File: config.mk
export PLATFORM = sky130hd
export DESIGN_NAME = riscv_id_pipe
export DESIGN_NICKNAME = d
export VERILOG_FILES = /design/src/rtl/riscv_id_pipe_pkg.sv /design/src/rtl/riscv_regfile.sv /design/src/rtl/riscv_id_pipe.sv
export SDC_FILE = /design/constraint.sdc
export NUM_CORES = 2
export LEC_CHECK = 0
export CAP_MARGIN = 20
export CORE_AREA = 2 2 321 561
export DETAILED_ROUTE_END_ITERATION = 10
export DIE_AREA = 0 0 323 563
export GPL_ROUTABILITY_DRIVEN = 0
export PLACE_DENSITY = 0.6
export REMOVE_ABC_BUFFERS = 1
export SLEW_MARGIN = 20
export SYNTH_ARGS = -nofsm -noshare
export SYNTH_HDL_FRONTEND = slang
export SYNTH_SLANG_ARGS = --single-unit
File: constraint.sdc
create_clock -name clk -period 8.7 [get_ports clk]
set_input_delay 2.61 -clock clk [delete_from_list [all_inputs] [get_ports clk]]
set_output_delay 2.61 -clock clk [all_outputs]
set_load 0.005 [all_outputs]
File: src/rtl/riscv_id_pipe_pkg.sv
// riscv_id_pipe_pkg: shared RV32I decode definitions for the ID/issue stage.
// EX/memory function encodings, RV32I opcodes, decode record and immediate
// extraction helpers.
package riscv_id_pipe_pkg;

   // EX function encoding
   localparam int EX_FUNCT_W = 4;
   localparam logic [EX_FUNCT_W-1:0] EX_ADD  = 4'd0;
   localparam logic [EX_FUNCT_W-1:0] EX_SUB  = 4'd1;
   localparam logic [EX_FUNCT_W-1:0] EX_SLL  = 4'd2;
   localparam logic [EX_FUNCT_W-1:0] EX_STL  = 4'd3;
   localparam logic [EX_FUNCT_W-1:0] EX_STLU = 4'd4;
   localparam logic [EX_FUNCT_W-1:0] EX_XOR  = 4'd5;
   localparam logic [EX_FUNCT_W-1:0] EX_SRL  = 4'd6;
   localparam logic [EX_FUNCT_W-1:0] EX_SRA  = 4'd7;
   localparam logic [EX_FUNCT_W-1:0] EX_OR   = 4'd8;
   localparam logic [EX_FUNCT_W-1:0] EX_AND  = 4'd9;

   // Memory function encoding
   localparam int MEM_FUNCT_W = 4;
   localparam logic [MEM_FUNCT_W-1:0] MEM_NOP = 4'd0;
   localparam logic [MEM_FUNCT_W-1:0] MEM_LB  = 4'd1;
   localparam logic [MEM_FUNCT_W-1:0] MEM_LH  = 4'd2;
   localparam logic [MEM_FUNCT_W-1:0] MEM_LW  = 4'd3;
   localparam logic [MEM_FUNCT_W-1:0] MEM_LBU = 4'd4;
   localparam logic [MEM_FUNCT_W-1:0] MEM_LHU = 4'd5;
   localparam logic [MEM_FUNCT_W-1:0] MEM_SB  = 4'd6;
   localparam logic [MEM_FUNCT_W-1:0] MEM_SH  = 4'd7;
   localparam logic [MEM_FUNCT_W-1:0] MEM_SW  = 4'd8;

   // RV32I major opcodes handled (or recognised) by this stage
   localparam logic [6:0] OPC_OP     = 7'b0110011;
   localparam logic [6:0] OPC_OP_IMM = 7'b0010011;
   localparam logic [6:0] OPC_LUI    = 7'b0110111;
   localparam logic [6:0] OPC_AUIPC  = 7'b0010111;
   localparam logic [6:0] OPC_LOAD   = 7'b0000011;
   localparam logic [6:0] OPC_STORE  = 7'b0100011;

   localparam logic [6:0] F7_ZERO = 7'b0000000;
   localparam logic [6:0] F7_ALT  = 7'b0100000;

   typedef enum logic [1:0] {
      OP1_ZERO = 2'd0,
      OP1_RS1  = 2'd1,
      OP1_PC   = 2'd2
   } op1_sel_e;

   typedef enum logic [2:0] {
      OP2_ZERO  = 3'd0,
      OP2_RS2   = 3'd1,
      OP2_IMM_I = 3'd2,
      OP2_SHAMT = 3'd3,
      OP2_IMM_S = 3'd4,
      OP2_IMM_U = 3'd5
   } op2_sel_e;

   typedef struct packed {
      logic                   legal;
      logic                   use_rs1;
      logic                   use_rs2;
      logic                   wr_rd;
      logic                   is_store;
      logic [EX_FUNCT_W-1:0]  funct;
      logic [MEM_FUNCT_W-1:0] mem_funct;
      op1_sel_e               op1_sel;
      op2_sel_e               op2_sel;
   } decode_t;

   function automatic logic [31:0] imm_i(input logic [31:0] instr);
      return {{20{instr[31]}}, instr[31:20]};
   endfunction

   function automatic logic [31:0] imm_s(input logic [31:0] instr);
      return {{20{instr[31]}}, instr[31:25], instr[11:7]};
   endfunction

   function automatic logic [31:0] imm_u(input logic [31:0] instr);
      return {instr[31:12], 12'd0};
   endfunction

endpackage

File: src/rtl/riscv_regfile.sv
// riscv_regfile: 32 x 32-bit register file, two combinational reads and one
// synchronous write. x0 always reads zero and ignores writes.
// REGFILE_RESET_ZERO=1 clears all registers on reset; 0 leaves them unreset.
module riscv_regfile #(
   parameter int REGFILE_RESET_ZERO = 1
) (
   input  logic        clk,
   input  logic        rstn,
   input  logic [4:0]  rs1_addr,
   input  logic [4:0]  rs2_addr,
   output logic [31:0] rs1_data,
   output logic [31:0] rs2_data,
   input  logic        wr_en,
   input  logic [4:0]  wr_addr,
   input  logic [31:0] wr_data
);

   logic [31:0] regs_r [32];
   logic        wr_ok_s;

   assign wr_ok_s = wr_en & (wr_addr != 5'd0);

   generate
      if (REGFILE_RESET_ZERO != 0) begin : g_rst
         // register write with asynchronous clear of the whole file
         always_ff @(posedge clk or negedge rstn) begin
            if (!rstn) begin
               for (int i = 0; i < 32; i++) begin
                  regs_r[i] <= 32'd0;
               end
            end else if (wr_ok_s) begin
               regs_r[wr_addr] <= wr_data;
            end
         end
      end else begin : g_nrst
         logic rstn_unused_s;
         assign rstn_unused_s = rstn;
         // register write, contents not reset
         always_ff @(posedge clk) begin
            if (wr_ok_s) begin
               regs_r[wr_addr] <= wr_data;
            end
         end
      end
   endgenerate

   // combinational reads with x0 forced to zero
   always_comb begin
      rs1_data = 32'd0;
      rs2_data = 32'd0;
      if (rs1_addr != 5'd0) begin
         rs1_data = regs_r[rs1_addr];
      end else begin
         rs1_data = 32'd0;
      end
      if (rs2_addr != 5'd0) begin
         rs2_data = regs_r[rs2_addr];
      end else begin
         rs2_data = 32'd0;
      end
   end

endmodule

File: src/rtl/riscv_id_pipe.sv
// riscv_id_pipe: RV32I decode/issue stage in front of the EX pipe.
// Decodes ALU, LUI/AUIPC, load and store, reads the register file, stalls
// RAW/WAW hazards through a pending-write scoreboard and issues one
// registered operation per transfer. Unsupported instructions are consumed
// and flagged on id_illegal.
// Optional macro RISCV_ID_WB_BYPASS_EN: forward wb_rf_data to a source that
// is being written back in the same cycle instead of stalling.
module riscv_id_pipe
   import riscv_id_pipe_pkg::*;
#(
   parameter int REGFILE_RESET_ZERO = 1
) (
   input  logic                   clk,
   input  logic                   rstn,
   input  logic                   if_id_rdy,
   input  logic [31:0]            if_id_instr,
   input  logic [31:0]            if_id_pc,
   output logic                   if_id_ack,
   output logic                   id_ex_rdy,
   input  logic                   id_ex_ack,
   output logic [EX_FUNCT_W-1:0]  id_ex_funct,
   output logic [31:0]            id_ex_op1,
   output logic [31:0]            id_ex_op2,
   output logic [MEM_FUNCT_W-1:0] id_ex_mem_funct,
   output logic [31:0]            id_ex_mem_data,
   output logic [4:0]             id_ex_wb_rsd,
   input  logic [31:0]            wb_rf_data,
   input  logic [4:0]             wb_rf_rsd,
   input  logic                   wb_rf_write,
   output logic                   id_illegal
);

   logic [6:0]  opcode_s;
   logic [4:0]  rd_s;
   logic [4:0]  rs1_s;
   logic [4:0]  rs2_s;
   logic [2:0]  funct3_s;
   logic [6:0]  funct7_s;
   logic        f7_zero_s;
   logic        f7_alt_s;
   decode_t     dec_s;

   logic [31:0] rf_rd1_s;
   logic [31:0] rf_rd2_s;
   logic        fwd1_s;
   logic        fwd2_s;
   logic [31:0] rs1v_s;
   logic [31:0] rs2v_s;
   logic [31:0] op1_s;
   logic [31:0] op2_s;
   logic [31:0] mem_data_s;
   logic [4:0]  wb_rsd_s;

   logic        hazard_s;
   logic        free_s;
   logic        accept_s;

   logic [31:0] busy_r;
   logic [31:0] set_mask_s;
   logic [31:0] clr_mask_s;
   logic [31:0] busy_nxt_s;

   assign opcode_s  = if_id_instr[6:0];
   assign rd_s      = if_id_instr[11:7];
   assign funct3_s  = if_id_instr[14:12];
   assign rs1_s     = if_id_instr[19:15];
   assign rs2_s     = if_id_instr[24:20];
   assign funct7_s  = if_id_instr[31:25];
   assign f7_zero_s = (funct7_s == F7_ZERO);
   assign f7_alt_s  = (funct7_s == F7_ALT);

   riscv_regfile #(
      .REGFILE_RESET_ZERO (REGFILE_RESET_ZERO)
   ) u_regfile (
      .clk      (clk),
      .rstn     (rstn),
      .rs1_addr (rs1_s),
      .rs2_addr (rs2_s),
      .rs1_data (rf_rd1_s),
      .rs2_data (rf_rd2_s),
      .wr_en    (wb_rf_write),
      .wr_addr  (wb_rf_rsd),
      .wr_data  (wb_rf_data)
   );

   // instruction decode into a control record; anything unmatched stays illegal
   always_comb begin
      dec_s.legal     = 1'b0;
      dec_s.use_rs1   = 1'b0;
      dec_s.use_rs2   = 1'b0;
      dec_s.wr_rd     = 1'b0;
      dec_s.is_store  = 1'b0;
      dec_s.funct     = EX_ADD;
      dec_s.mem_funct = MEM_NOP;
      dec_s.op1_sel   = OP1_ZERO;
      dec_s.op2_sel   = OP2_ZERO;
      case (opcode_s)
         OPC_OP: begin
            dec_s.use_rs1 = 1'b1;
            dec_s.use_rs2 = 1'b1;
            dec_s.wr_rd   = 1'b1;
            dec_s.op1_sel = OP1_RS1;
            dec_s.op2_sel = OP2_RS2;
            case (funct3_s)
               3'b000: begin
                  dec_s.legal = f7_zero_s | f7_alt_s;
                  dec_s.funct = f7_alt_s ? EX_SUB : EX_ADD;
               end
               3'b001: begin dec_s.legal = f7_zero_s; dec_s.funct = EX_SLL;  end
               3'b010: begin dec_s.legal = f7_zero_s; dec_s.funct = EX_STL;  end
               3'b011: begin dec_s.legal = f7_zero_s; dec_s.funct = EX_STLU; end
               3'b100: begin dec_s.legal = f7_zero_s; dec_s.funct = EX_XOR;  end
               3'b101: begin
                  dec_s.legal = f7_zero_s | f7_alt_s;
                  dec_s.funct = f7_alt_s ? EX_SRA : EX_SRL;
               end
               3'b110: begin dec_s.legal = f7_zero_s; dec_s.funct = EX_OR;   end
               3'b111: begin dec_s.legal = f7_zero_s; dec_s.funct = EX_AND;  end
               default: dec_s.legal = 1'b0;
            endcase
         end
         OPC_OP_IMM: begin
            dec_s.use_rs1 = 1'b1;
            dec_s.wr_rd   = 1'b1;
            dec_s.legal   = 1'b1;
            dec_s.op1_sel = OP1_RS1;
            dec_s.op2_sel = OP2_IMM_I;
            case (funct3_s)
               3'b000: dec_s.funct = EX_ADD;
               3'b010: dec_s.funct = EX_STL;
               3'b011: dec_s.funct = EX_STLU;
               3'b100: dec_s.funct = EX_XOR;
               3'b110: dec_s.funct = EX_OR;
               3'b111: dec_s.funct = EX_AND;
               3'b001: begin
                  dec_s.legal   = f7_zero_s;
                  dec_s.funct   = EX_SLL;
                  dec_s.op2_sel = OP2_SHAMT;
               end
               3'b101: begin
                  dec_s.legal   = f7_zero_s | f7_alt_s;
                  dec_s.funct   = f7_alt_s ? EX_SRA : EX_SRL;
                  dec_s.op2_sel = OP2_SHAMT;
               end
               default: dec_s.legal = 1'b0;
            endcase
         end
         OPC_LUI: begin
            dec_s.legal   = 1'b1;
            dec_s.wr_rd   = 1'b1;
            dec_s.op1_sel = OP1_ZERO;
            dec_s.op2_sel = OP2_IMM_U;
         end
         OPC_AUIPC: begin
            dec_s.legal   = 1'b1;
            dec_s.wr_rd   = 1'b1;
            dec_s.op1_sel = OP1_PC;
            dec_s.op2_sel = OP2_IMM_U;
         end
         OPC_LOAD: begin
            dec_s.use_rs1 = 1'b1;
            dec_s.wr_rd   = 1'b1;
            dec_s.legal   = 1'b1;
            dec_s.op1_sel = OP1_RS1;
            dec_s.op2_sel = OP2_IMM_I;
            case (funct3_s)
               3'b000:  dec_s.mem_funct = MEM_LB;
               3'b001:  dec_s.mem_funct = MEM_LH;
               3'b010:  dec_s.mem_funct = MEM_LW;
               3'b100:  dec_s.mem_funct = MEM_LBU;
               3'b101:  dec_s.mem_funct = MEM_LHU;
               default: dec_s.legal     = 1'b0;
            endcase
         end
         OPC_STORE: begin
            dec_s.use_rs1  = 1'b1;
            dec_s.use_rs2  = 1'b1;
            dec_s.is_store = 1'b1;
            dec_s.legal    = 1'b1;
            dec_s.op1_sel  = OP1_RS1;
            dec_s.op2_sel  = OP2_IMM_S;
            case (funct3_s)
               3'b000:  dec_s.mem_funct = MEM_SB;
               3'b001:  dec_s.mem_funct = MEM_SH;
               3'b010:  dec_s.mem_funct = MEM_SW;
               default: dec_s.legal     = 1'b0;
            endcase
         end
         default: dec_s.legal = 1'b0;
      endcase
   end

`ifdef RISCV_ID_WB_BYPASS_EN
   assign fwd1_s = wb_rf_write & (wb_rf_rsd == rs1_s) & (rs1_s != 5'd0);
   assign fwd2_s = wb_rf_write & (wb_rf_rsd == rs2_s) & (rs2_s != 5'd0);
`else
   assign fwd1_s = 1'b0;
   assign fwd2_s = 1'b0;
`endif

   // operand selection; a forwarded source takes the write-back value
   always_comb begin
      rs1v_s = fwd1_s ? wb_rf_data : rf_rd1_s;
      rs2v_s = fwd2_s ? wb_rf_data : rf_rd2_s;
      op1_s  = 32'd0;
      op2_s  = 32'd0;
      case (dec_s.op1_sel)
         OP1_RS1: op1_s = rs1v_s;
         OP1_PC:  op1_s = if_id_pc;
         default: op1_s = 32'd0;
      endcase
      case (dec_s.op2_sel)
         OP2_RS2:   op2_s = rs2v_s;
         OP2_IMM_I: op2_s = imm_i(if_id_instr);
         OP2_SHAMT: op2_s = {27'd0, if_id_instr[24:20]};
         OP2_IMM_S: op2_s = imm_s(if_id_instr);
         OP2_IMM_U: op2_s = imm_u(if_id_instr);
         default:   op2_s = 32'd0;
      endcase
      mem_data_s = dec_s.is_store ? rs2v_s : 32'd0;
      wb_rsd_s   = (dec_s.legal && dec_s.wr_rd) ? rd_s : 5'd0;
   end

   // hazard detection against the scoreboard and the issue handshake
   always_comb begin
      hazard_s = 1'b0;
      if (dec_s.legal) begin
         hazard_s = (dec_s.use_rs1 & (rs1_s != 5'd0) & busy_r[rs1_s] & ~fwd1_s) |
                    (dec_s.use_rs2 & (rs2_s != 5'd0) & busy_r[rs2_s] & ~fwd2_s) |
                    ((wb_rsd_s != 5'd0) & busy_r[wb_rsd_s]);
      end else begin
         hazard_s = 1'b0;
      end
      free_s    = ~id_ex_rdy | id_ex_ack;
      accept_s  = if_id_rdy & free_s & ~hazard_s;
      if_id_ack = accept_s;
   end

   // scoreboard next state: write-back clears, accept sets, set wins
   always_comb begin
      set_mask_s = 32'd0;
      clr_mask_s = 32'd0;
      if (accept_s && (wb_rsd_s != 5'd0)) begin
         set_mask_s = 32'd1 << wb_rsd_s;
      end else begin
         set_mask_s = 32'd0;
      end
      if (wb_rf_write) begin
         clr_mask_s = 32'd1 << wb_rf_rsd;
      end else begin
         clr_mask_s = 32'd0;
      end
      busy_nxt_s = ((busy_r & ~clr_mask_s) | set_mask_s) & 32'hFFFF_FFFE;
   end

   // scoreboard register
   always_ff @(posedge clk or negedge rstn) begin
      if (!rstn) begin
         busy_r <= 32'd0;
      end else begin
         busy_r <= busy_nxt_s;
      end
   end

   // output stage: load on legal accept, hold while EX stalls
   always_ff @(posedge clk or negedge rstn) begin
      if (!rstn) begin
         id_ex_rdy       <= 1'b0;
         id_ex_funct     <= '0;
         id_ex_op1       <= 32'd0;
         id_ex_op2       <= 32'd0;
         id_ex_mem_funct <= '0;
         id_ex_mem_data  <= 32'd0;
         id_ex_wb_rsd    <= 5'd0;
         id_illegal      <= 1'b0;
      end else begin
         id_illegal <= accept_s & ~dec_s.legal;
         if (free_s) begin
            id_ex_rdy <= accept_s & dec_s.legal;
         end
         if (accept_s && dec_s.legal) begin
            id_ex_funct     <= dec_s.funct;
            id_ex_op1       <= op1_s;
            id_ex_op2       <= op2_s;
            id_ex_mem_funct <= dec_s.mem_funct;
            id_ex_mem_data  <= mem_data_s;
            id_ex_wb_rsd    <= wb_rsd_s;
         end
      end
   end

endmodule

==> results_dict.tcl <==
set metrics [dict create \
    synth-seq-cells 1166 \
    grt_max_degree 180 \
    drc 0 \
    io_buffers 217 \
    n_fill_cell 16592 \
    synthTopCellsByArea "dfrtp_1 (47%), mux4_2 (21%), mux2_2 (19%)" \
    cp_common_cell "clkdlybuf4s50_1" \
    worstSetupPathType "in2out" \
    final_core_util 0.394 \
    critical_path.endpoint_type "primary output" \
    fin_crit_sh 0.933 \
    placed_area_sq_um 66200 \
    cts_tree "yes" \
    syn_to_final_growth_pct 13.2 \
    p_leak_nw 29.9 \
    root_buffer "clkbuf_16" \
    status "completed" \
    dp_hpwl_mm 121 \
    cp-startpoint "if_id_instr[7]" \
    synth_top_cell_by_area "dfrtp_1" \
    synth_edf_count 0 \
    max_freq_mhz 123 \
    crit_chain "clkdlybuf4s50_1 -> buf_4 -> mux2i_1 -> o22ai_1 -> a22o_1 -> a311oi_4 -> nor2_1 -> o21bai_1 -> clkdlybuf4s50_1" \
    final_area_sq_um 69900 \
    critPathMaxStageDelay_ns 0.97 \
    async_reset_ff_frac 1.00 \
    r2r-end "id_ex_op1[16]" \
    core_area_sq_um 177000 \
    hold_depth 0 \
    nets 4188 \
    drt_wl_total_mm 205 \
    grt-ovfl-total 0 \
    cts_sinks 1166 \
    die_area_sq_um 182000 \
    avgSynthCellArea_sq_um 15.1 \
    drt_iter0_markers 3178 \
    clk_latency_ns 0.74 \
    grt_pass1_vias 41301 \
    final_max_slew_viol_count 0 \
    viasPerCell 5.91 \
    grt_pass1_wl_mm 299 \
    crit_family "buffers and inverters" \
    die_h_um 563 \
    slowest_stage "clkdlybuf4s50_1" \
    r2r_slack_ns 5.66 \
    firstDrtPassIters 7 \
    crit_path_end "if_id_ack" \
    required_ns 6.09 \
    tightest_slew_ns 1.20 \
    layout_min_cycle_time_ns 8.12 \
    setup_viol 0 \
    min_path_type "reg2reg" \
    rr_worst_depth 7 \
    ctsHoldBuffers 0 \
    rsz0062_at_grt "no" \
    arrival_ns 5.51 \
    syn_inst 4096 \
    yosysUniqueCellTypes 60 \
    clockBufferDepth 3 \
    cp_max_fo 17 \
    slew_headroom 0.199 \
    synth_ff_type "dfrtp_1" \
    cts.htree.levels 3 \
    ys_seq_area_frac 0.473 \
    via_count 38746 \
    maxCapViolations 0 \
    synth_most_common_cell "dfrtp_1" \
    cts_made_buffers 108 \
    cp_num_buf_inv 3 \
    synth_top_area_frac 0.473 \
    io_pins 218 \
    rows 205 \
    grt_usage 0.226 \
    clk_pin_slew_ns 0.06 \
    antenna_found_initial 12 \
    power_density_nw_per_um2 217 \
    ctsResizeCount 0 \
    avgRoutedWirePerCell_um 31.3 \
    initial_utilization 0.348 \
    cp.depth 9 \
    final_antenna_net_count 0 \
    cts_setup_buffers 0 \
    yosysWarnings 0 \
    r2r-start "busy_r[24]" \
    drive_gt1_frac 0.472 \
    irDropWorstVdd_uv 168 \
    die_x_um 323 \
    hold_violations 0 \
    skew_ns 0.0328 \
    start_kind "input port" \
    syn_area_sq_um 61700 \
    synth_commonest_cells "dfrtp_1 (1,166), mux2_2 (1,056), mux4_2 (567), clkbuf_1 (291), mux2i_1 (181)" \
]
-- cell families after synthesis --
kind of cell | share of synthesized area
multiplexers | 0.437
flip-flops | 0.473
buffers and inverters | 0.0345
AO/OA/AOI/OAI | 0.0333
AND/OR/NAND/NOR | 0.0219
XOR/XNOR | 0.000426
adder cells (fa/ha/maj) | 0.000405
-- flip-flops by register name (all words and copies together), names as in the netlist --
signal / flops
id_ex_wb_rsd: 5
id_ex_op2: 32
id_ex_mem_funct: 4
id_ex_rdy: 1
id_ex_mem_data: 32
id_ex_op1: 32
id_ex_funct: 4
id_illegal: 1
busy_r: 31
u_regfile.regs_r: 1024
-- placed cells by master, fill, tap and decap left out, types with 15 or more instances in the layout --
| cell type | n |
|---|---|
| mux2i_1 | 181 |
| a22oi_1 | 25 |
| clkbuf_1 | 23 |
| clkbuf_16 | 108 |
| a31oi_1 | 15 |
| clkbuf_8 | 24 |
| nor2_4 | 16 |
| clkinv_2 | 21 |
| a221o_1 | 20 |
| o21ai_0 | 36 |
| inv_1 | 49 |
| dfrtp_1 | 1166 |
| clkdlybuf4s50_1 | 203 |
| o31ai_1 | 16 |
| buf_4 | 93 |
| a21oi_1 | 49 |
| nor2_1 | 55 |
| nand2_1 | 106 |
| a221oi_1 | 33 |
| a21o_1 | 27 |
| mux2_2 | 1056 |
| mux4_2 | 567 |
| mux2_1 | 43 |
| nand3_1 | 18 |
| o22ai_1 | 34 |
-- worst register-to-register path, delay by kind of cell (launching register included) --
kind	cells	cell delay [ns]
flip-flops	1	0.47
multiplexers	3	1.29
AO/OA/AOI/OAI	3	0.83
buffers and inverters	1	0.32
-- stage by stage --
stage                     setup slack, ns  std cells  setup TNS [ns]  total power, mW  hold slack [ns]
after global routing                0.476       6553               0             15.8            0.410
after detailed placement            0.610       6350               0             10.2            0.383
after CTS                           0.605       6552               0             15.3            0.397
final                               0.580       6554               0             15.2            0.394
after floorplan                     -2.26       3647         -225.76             8.97            0.365
after global placement              0.667       6347               0             10.1            0.377
-- routing by layer --
layer / share of wire / track usage / vias to the layer above
met1: 0.39 / 0.279 / 21272
met2: 0.49 / 0.379 / 1331
met4: 0.056 / 0.112 / 18
li1: - / - / 15649
met5: 0.00049 / 0 / -
met3: 0.059 / 0.0413 / 476
-- report_power, final --
group | internal, mW | switching, mW
logic | 1.87 | 1.17
clock network | 2.83 | 2.26
registers | 6.38 | 0.672
-- worst min-delay path by stage --
stage	endpoint	from	slack, ns
6_report	u_regfile.regs_r[1017]	u_regfile.regs_r[1017]	0.39
5_1_grt	u_regfile.regs_r[1023]	u_regfile.regs_r[1023]	0.41
4_1_cts	u_regfile.regs_r[1002]	u_regfile.regs_r[1002]	0.40
3_5_place_dp	u_regfile.regs_r[1021]	u_regfile.regs_r[1021]	0.38
3_3_place_gp	u_regfile.regs_r[1023]	u_regfile.regs_r[1023]	0.38
2_1_floorplan	u_regfile.regs_r[1000]	u_regfile.regs_r[1000]	0.37
-- area by class of cell --
class,instances,area (sq um),area share
multi-input combinational,2431,30700,0.439
sequential,1166,29200,0.418
timing repair buffer,323,3150,0.0450
clock buffer,155,3120,0.0446
tap,2380,2980,0.0426
clock inverter,47,579,0.00829
inverter,50,188,0.00269
antenna,2,5.00,0.0000716
(Power assumes the default switching activity.)
